--- config.mk ---
export PLATFORM = sky130hd
export DESIGN_NAME = alu_muldiv
export DESIGN_NICKNAME = d
export VERILOG_FILES = /design/src/rtl/alu_muldiv.sv
export SDC_FILE = /design/constraint.sdc
export NUM_CORES = 1
export LEC_CHECK = 0
export CORE_AREA = 2 2 276 169
export DETAILED_ROUTE_END_ITERATION = 6
export DIE_AREA = 0 0 278 171
export DONT_BUFFER_PORTS = 1
export GPL_TIMING_DRIVEN = 1
export PLACE_DENSITY_LB_ADDON = 0.08
export SETUP_SLACK_MARGIN = 0.3
export SLEW_MARGIN = 20
export SYNTH_ARGS = -nofsm -noshare
export SYNTH_HDL_FRONTEND = slang
export SYNTH_SLANG_ARGS = --single-unit
export TNS_END_PERCENT = 100
--- constraint.sdc ---
create_clock -name clk -period 5.3 [get_ports clk]
set_input_delay 1.06 -clock clk [delete_from_list [all_inputs] [get_ports clk]]
set_output_delay 1.06 -clock clk [all_outputs]
set_load 0.02 [all_outputs]
--- src/rtl/alu_muldiv.sv ---
// Iterative RV32M multiply/divide unit: shift-add multiply and restoring divide,
// one bit per cycle, with valid/ready on both sides and a synchronous flush.
module alu_muldiv #(
  parameter int WIDTH = 32
) (
  input  logic             clk,
  input  logic             rst,
  input  logic             in_valid,
  output logic             in_ready,
  input  logic [2:0]       op,
  input  logic [WIDTH-1:0] src_a,
  input  logic [WIDTH-1:0] src_b,
  input  logic             flush,
  output logic             out_valid,
  input  logic             out_ready,
  output logic [WIDTH-1:0] result,
  output logic             zero,
  output logic             busy
);

  localparam logic [2:0] OP_MUL    = 3'b000;
  localparam logic [2:0] OP_MULH   = 3'b001;
  localparam logic [2:0] OP_MULHSU = 3'b010;
  localparam logic [2:0] OP_MULHU  = 3'b011;
  localparam logic [2:0] OP_DIV    = 3'b100;
  localparam logic [2:0] OP_DIVU   = 3'b101;
  localparam logic [2:0] OP_REM    = 3'b110;
  localparam int         CW        = $clog2(WIDTH + 1);
  localparam logic [WIDTH-1:0] MIN_NEG = {1'b1, {(WIDTH-1){1'b0}}};

  typedef enum logic [1:0] {IDLE, CALC, DONE} state_t;

  state_t           state, state_nxt;
  logic [CW-1:0]    cnt;
  logic [2:0]       op_q;
  logic [WIDTH-1:0] acc_hi, acc_lo, opb;
  logic             neg_q, neg_r;

  logic             accept, a_signed, b_signed, sa, sb;
  logic             div_zero, div_ovf, fast;
  logic [WIDTH-1:0] mag_a, mag_b, fast_res;
  logic [WIDTH:0]   mul_sum, div_shift, div_diff;
  logic [2*WIDTH-1:0] prod;
  logic [WIDTH-1:0] quo, rem, final_res;

  assign in_ready  = (state == IDLE);
  assign out_valid = (state == DONE);
  assign busy      = (state != IDLE);
  assign accept    = in_valid && in_ready;

  // Operand decode: signed ops run on magnitudes and fix the sign at the end.
  assign a_signed = (op == OP_MULH) || (op == OP_MULHSU) || (op == OP_DIV) || (op == OP_REM);
  assign b_signed = (op == OP_MULH) || (op == OP_DIV) || (op == OP_REM);
  assign sa       = a_signed && src_a[WIDTH-1];
  assign sb       = b_signed && src_b[WIDTH-1];
  assign mag_a    = sa ? -src_a : src_a;
  assign mag_b    = sb ? -src_b : src_b;

  // Divide by zero and signed overflow bypass the iteration entirely.
  assign div_zero = op[2] && (src_b == '0);
  assign div_ovf  = ((op == OP_DIV) || (op == OP_REM)) && (src_a == MIN_NEG) && (src_b == '1);
  assign fast     = div_zero || div_ovf;
  assign fast_res = div_zero ? (op[1] ? src_a : '1) : (op[1] ? '0 : src_a);

  // One multiply step adds the multiplicand then shifts {acc_hi, acc_lo} right;
  // one divide step shifts the next dividend bit into the partial remainder.
  assign mul_sum   = {1'b0, acc_hi} + (acc_lo[0] ? {1'b0, opb} : '0);
  assign div_shift = {acc_hi, acc_lo[WIDTH-1]};
  assign div_diff  = div_shift - {1'b0, opb};

  always_comb begin
    // NOTE: every combinational output gets a default first so no latch is inferred.
    prod      = {acc_hi, acc_lo};
    quo       = acc_lo;
    rem       = acc_hi;
    final_res = '0;
    if (neg_q) begin
      prod = -prod;
      quo  = -acc_lo;
    end
    if (neg_r) rem = -acc_hi;
    case (op_q)
      OP_MUL:                       final_res = prod[WIDTH-1:0];
      OP_MULH, OP_MULHSU, OP_MULHU: final_res = prod[2*WIDTH-1:WIDTH];
      OP_DIV, OP_DIVU:              final_res = quo;
      default:                      final_res = rem;
    endcase
  end

  always_ff @(posedge clk or posedge rst) begin
    // NOTE: sequential state uses non-blocking assignments only.
    if (rst) state <= IDLE;
    else     state <= state_nxt;
  end

  always_comb begin
    state_nxt = state;
    case (state)
      IDLE:    if (accept) state_nxt = fast ? DONE : CALC;
      CALC:    if (flush) state_nxt = IDLE;
               else if (cnt == '0) state_nxt = DONE;
      DONE:    if (flush || out_ready) state_nxt = IDLE;
      default: state_nxt = IDLE;
    endcase
  end

  always_ff @(posedge clk or posedge rst) begin
    // NOTE: datapath registers are plain flops, so they are all reset with the FSM.
    if (rst) begin
      cnt    <= '0;
      op_q   <= '0;
      acc_hi <= '0;
      acc_lo <= '0;
      opb    <= '0;
      neg_q  <= 1'b0;
      neg_r  <= 1'b0;
      result <= '0;
      zero   <= 1'b1;
    end else if (accept) begin
      op_q   <= op;
      cnt    <= CW'(WIDTH);
      acc_hi <= '0;
      acc_lo <= op[2] ? mag_a : mag_b;
      opb    <= op[2] ? mag_b : mag_a;
      neg_q  <= sa ^ sb;
      neg_r  <= sa;
      if (fast) begin
        result <= fast_res;
        zero   <= (fast_res == '0);
      end
    end else if (state == CALC && !flush) begin
      if (cnt != '0) begin
        cnt <= cnt - CW'(1);
        if (op_q[2]) begin
          acc_hi <= div_diff[WIDTH] ? div_shift[WIDTH-1:0] : div_diff[WIDTH-1:0];
          acc_lo <= {acc_lo[WIDTH-2:0], ~div_diff[WIDTH]};
        end else begin
          acc_hi <= mul_sum[WIDTH:1];
          acc_lo <= {mul_sum[0], acc_lo[WIDTH-1:1]};
        end
      end else begin
        result <= final_res;
        zero   <= (final_res == '0);
      end
    end
  end

endmodule

Word-level counts from Yosys, hierarchy flattened. Index checks and enable logic that the tools add are counted.

Register bits after elaboration: 142. Input port bits: 72. Output and inout bits: 36. Logic and storage cells: 107.

Add/sub/neg operators: 8. Eq/ne operators: 18. Muxes and demuxes: 38. Bitwise gates (word level): 2. Reductions and logical operators: 31.

Operators with widths (number): $mux 32 (23); $neg 32->32 (4); $logic_not 32->1 (3); $pmux 32 s3 (1); $eq 32x32->1 const B (2); $mux 64 (1); $neg 64->64 (1); $add 32x32->33 (1); $sub 33x32->33 (1); $mux 6 (3); $eq 3x3->1 const B (4); $mux 2 (5); $eq 3x2->1 const B (3); $logic_or 1x1->1 (8); $logic_and 1x1->1 (7); $eq 3x1->1 const B (2); $logic_not 6->1 (1); $ne 2x1->1 const B (3); $pmux 2 s3 (1); $reduce_and 3->1 (2); $reduce_bool 2->1 (3); $reduce_bool 6->1 (1); $sub 6x1->6 const B (1); $mux 1 (4); other kinds (12) (12).

Longest topological paths before layout.
Word-level depth: 8. Mapped depth: 15. Gate-level depth less buffers: 14.

Worst setup path after synthesis. OpenSTA, ideal clock, no wires.

Kind: input-to-reg. Start: in src_a[2]. End: reg zero. Library setup time: 0.061 ns. Arrival time: 3.908 ns. Data required time: 5.239 ns. Path slack: 1.331 ns. Stages: 12. Buffers on the path: 2. Cell sequence: clkbuf_1 or4_1 nor3_1 and3_1 clkbuf_1 nand2_1 nor2_1 a21oi_1 o21ai_1 nand4_1 or4_1 nand2_1.

Word-level cells in the longest chain between the ends: 6. Elaborated cells between the ends (all ways): 12. Those cells by class: eq/ne: 2; mux: 5; reduce/logical: 5.

RTL lines: from (decl) (line 11) `input logic [WIDTH-1:0] src_a,`; $eq 32x32->1 (line 61) `assign div_ovf = ((op == OP_DIV) || (op == OP_REM)) && (src_a == MIN_NEG) && (src_b == '1);`; $logic_and 1x1->1 (2 in a row) (line 61); $logic_or 1x1->1 (line 62) `assign fast = div_zero || div_ovf;`; $ne 2x1->1 (no source line); $reduce_and 3->1 (no source line); to (signal assigned) (line 129) `zero <= (fast_res == '0);`; to (signal assigned) (line 143) `zero <= (final_res == '0);`; to (decl) (line 17) `output logic zero,`.

Parallel ways exist; a longest one is shown, timed or not. The select of a mux whose other input is x is not followed. A chain may end at the register's enable or synchronous reset.

Worst setup path in the final report.
Start: reg acc_hi[1]. End: reg zero.

Word-level cells in the longest chain between the ends: 7. Elaborated cells between the ends (all ways): 9. Those cells by class: add/sub: 2; mux: 6; reduce/logical: 1.

RTL lines: from (decl) (line 36) `logic [WIDTH-1:0] acc_hi, acc_lo, opb;`; from (signal assigned) (line 135) `acc_hi <= div_diff[WIDTH] ? div_shift[WIDTH-1:0] : div_diff[WIDTH-1:0];`; from (signal assigned) (line 138) `acc_hi <= mul_sum[WIDTH:1];`; $neg 64->64 / $neg 32->32 (equally long branches) (line 78, 81); $mux 64 / $mux 32 (equally long branches) (line 77, 81); $pmux 32 s3 (*) (line 82) `case (op_q)`; $logic_not 32->1 (*) (line 143); $mux 1 (*) (line 132) `if (cnt != '0) begin`; $mux 1 (*) (line 131) `end else if (state == CALC && !flush) begin`; $mux 1 (*) (line 119) `end else if (accept) begin`.

Every way passes the cells marked *; elsewhere a longest branch is shown, timed or not. The select of a mux whose other input is x is not followed.

==> flow_summary_export.csv <==
group,metric,value,unit
outcome,status,"finished clean",
sta,fmax,213,MHz
min_path,hold_class,"register to register",
place,place_congestion,0.990,
floorplanning,num_rows,61,
global_route,grt_pass1_vias,15000,
sta,layout_min_cycle_time,4.70,ns
synth,synth_edf_count,0,
power_and_ir_drop,ir_drop,291,uV
critical_path,reg2reg_from,"acc_hi[1]",
cts,postCtsSetupBuffers,0,
place,dp_hpwl,57900,microns
routing,route.detailed.drc,0,
final_layout,drive_gt1_share,6.82,%
synth,ys_async_sr_fraction,100,%
sta,rsz0062_at_grt,"false",
min_path,hold_start,"opb[5]",
cts,worst_skew_pair.late_latency,0.45,ns
power_and_ir_drop,p_clk_share,11.1,%
floorplanning,fp.dieH,171,microns
critical_path,required,5.69,ns
floorplanning,start_util,34.3,%
synth,syn_nets,2314,
place,place.port_buffers,0,
critical_path,r2r_cells,12,
critical_path,reg2reg_slack,0.60,ns
cts,htreeDepth,4,
cts,numCtsBuffers,17,
floorplanning,io_pins,108,
synth,syn_area_per_cell,7.18,sq um
critical_path,crit_chain,"inv_1, ha_1, or4b_2, nor4_1, nand3_1, nor3_1, o31ai_1, nor4b_1, nand4b_1, or4_1, or4_1, nand2_1",
critical_path,cp.arrival,5.08,ns
power_and_ir_drop,combPwrFrac,68.5,%
global_route,grt.total_usage,30.5,%
cts,cts.sinks,142,
sta,tightest_slew,1.19,ns
synth,yosys_warnings,0,
place,dp_slack,0.638,ns
place,place_inst,2664,
global_route,grt_first_pass_wirelength,107000,microns
sta,timing.final.ws_setup,0.604,ns
routing,viasPerCell,6.32,
final_layout,fin_area,0.0168,sq mm
global_route,grt_max_degree,143,
synth,ys_seq_elements,142,
sta,fin_crit_sh,88.6,%
synth,syn-instance-count,2169,
final_layout,antenna_cells,0,
cts,cts_resized,0,
final_layout,syn_to_final_growth,7.98,%
sta,relSlewSlack,20.6,%
critical_path,cp_common_cell,"or4_1",
routing,wl_per_cell,27.5,microns
synth,synth.distinct_cells,76,
routing,finalWirelength,74200,microns
floorplanning,fp.dieArea,0.0475,sq mm
floorplanning,core,0.0454,sq mm
sta,final-setup-viol-count,0,
final_layout,final_core_util,37.0,%
cts,cts-hold-fix-buffers,0,
critical_path,slowest_stage,"or4b_2",
critical_path,worst-setup-path-type,"register to register",
critical_path,path_delay_family,"simple AND/OR/NAND/NOR gates",
critical_path,reg2reg_to,"zero",
critical_path,crit_path_max_incr_delay,0.75,ns
flow_run,cap_violations,0,
power_and_ir_drop,power_frac_seq,20.4,%
synth,synth-seq-area-share,22.8,%
critical_path,worstSetupPathDepth,12,
sta,hold-worst-slack,0.488,ns
critical_path,worst_setup_path_start_kind,"register",
synth,ys.flop_type,"dfrtp_1",
sta,clock_skew,0.0129,ns
sta,fin_tns_setup,0,ns
critical_path,endpoint,"zero",
synth,syn-cell-area,0.0156,sq mm
routing,first_pass_iters,5,
cts,cts_tree,"done",
floorplanning,die_w,278,microns
critical_path,crit_buf_inv,1,
cts,root_buffer,"clkbuf_16",
routing,ant_nets,0,
power_and_ir_drop,p_total,11.5,mW
global_route,grt.overflow.total,0,
global_route,antenna_found_initial,2,
power_and_ir_drop,power_switching,6.59,mW
sta,maxSlewViolCount,0,
routing,drt_iter0_drc,2393,
routing,vias,17000,
place,placed_cell_area,0.0162,sq mm
power_and_ir_drop,leakage,6.88,nW
cts,clock_path_buffers,2,
cts,clk_pin_slew_worst_paths,0.07,ns
critical_path,crit_fanout,10,
sta,hold_violations,0,
power_and_ir_drop,cellPowerDensity,686,mW/mm^2
power_and_ir_drop,intPower,4.93,mW
critical_path,worst_setup_path_end_kind,"register",
final_layout,finalNonFillerCells,2696,
critical_path,worstSetupStartpoint,"acc_hi[1]",
final_layout,nets,2230,
power_and_ir_drop,switching_share,57.2,%
[power groups by stage]
stage	Combinational (mW)	Clock, mW	Sequential, mW
after floorplan	5.16	0	2.04
after global placement	7.63	0	2.34
after detailed placement	7.57	0	2.35
after CTS	7.60	1.30	2.33
after global routing	8.43	1.34	2.41
final	7.90	1.28	2.35
[layout make-up]
cell class	count	area, sq um
Fill cell	4802	28600
Clock buffer	18	439
Tap cell	598	748
Clock inverter	14	149
Timing Repair Buffer	60	488
Inverter	80	305
Sequential cell	142	3560
Multi-Input combinational cell	1784	11100
[layout by cell type (no fill, tap or decap), types with 28 or more instances in the layout]
cell / instances
nor2_1: 248
a21oi_1: 214
nand2_1: 211
o21ai_0: 179
dfrtp_1: 140
xnor2_1: 87
inv_1: 79
o211ai_1: 72
ha_1: 71
xor2_1: 70
nand3_1: 62
buf_4: 57
nor3_1: 50
mux2i_1: 45
a21o_1: 41
a211oi_1: 32
or3_1: 29
nor4_1: 29
nand4_1: 28
o31ai_1: 28
[layer usage]
metal	track usage (%)	wire length (microns)	vias to the layer above
met1	50.2	37500	8300
li1	-	-	7712
met2	37.1	26700	962
met3	8.29	8790	71
met5	1.64	118	-
met4	5.69	998	4
[Yosys cell counts (all sizes together), types with 8 or more instances]
master | n | area, sq um
xor2 | 71 | 622
ha | 71 | 888
o21ai | 183 | 916
o31ai | 30 | 244
or2 | 17 | 106
o211ai | 72 | 541
a211oi | 32 | 240
nand4 | 28 | 175
o21bai | 10 | 75.1
xnor2 | 88 | 771
a21oi | 214 | 1070
dfrtp | 141 | 3530
a22oi | 20 | 155
inv | 80 | 300
nand2b | 16 | 100
nand3 | 62 | 310
nor2 | 250 | 938
clkbuf | 150 | 563
o41ai | 16 | 140
buf | 13 | 72.6
mux2i | 45 | 450
o21a | 13 | 97.6
and3 | 11 | 68.8
a21o | 41 | 308
a31oi | 20 | 125
nor4 | 29 | 181
and2 | 12 | 75.1
or3 | 29 | 181
or4 | 27 | 214
nor3 | 50 | 250
nand2 | 212 | 796
nor2b | 8 | 50.1
mux2 | 10 | 113
[how the worst min path moves through the flow]
stage / to / slack [ns] / cells past startpoint
2_1_floorplan: opb[10] / 0.45 / 2
3_3_place_gp: opb[6] / 0.47 / 2
3_5_place_dp: opb[11] / 0.47 / 2
4_1_cts: opb[11] / 0.49 / 2
5_1_grt: opb[10] / 0.51 / 2
6_report: opb[5] / 0.49 / 2
[cells by family (layout without fill, tap and decap cells)]
group / Yosys count / after routing / synth area share [%]
fa+ha+maj: 73 / 73 / 5.96
simple gates: 773 / 773 / 23.3
xor+xnor: 159 / 159 / 8.94
mux: 55 / 55 / 3.62
flops: 142 / 142 / 22.8
compound gates: 724 / 724 / 29.3
buf+inv: 243 / 172 / 6.01
[worst reg2reg max path, cell delays in order (launching register included)]
cell	delay, ns
dfrtp_1	0.52
inv_1	0.20
ha_1	0.32
or4b_2	0.75
nor4_1	0.31
nand3_1	0.30
nor3_1	0.29
o31ai_1	0.10
nor4b_1	0.63
nand4b_1	0.16
or4_1	0.45
or4_1	0.52
nand2_1	0.09
[state kept, by name, summed over array words and instances (netlist names)]
name,count
neg_q,1
result,32
state,2
zero,1
acc_lo,32
acc_hi,32
op_q,3
opb,32
neg_r,1
cnt,6
Note: power is estimated with default switching activity, not from simulation.
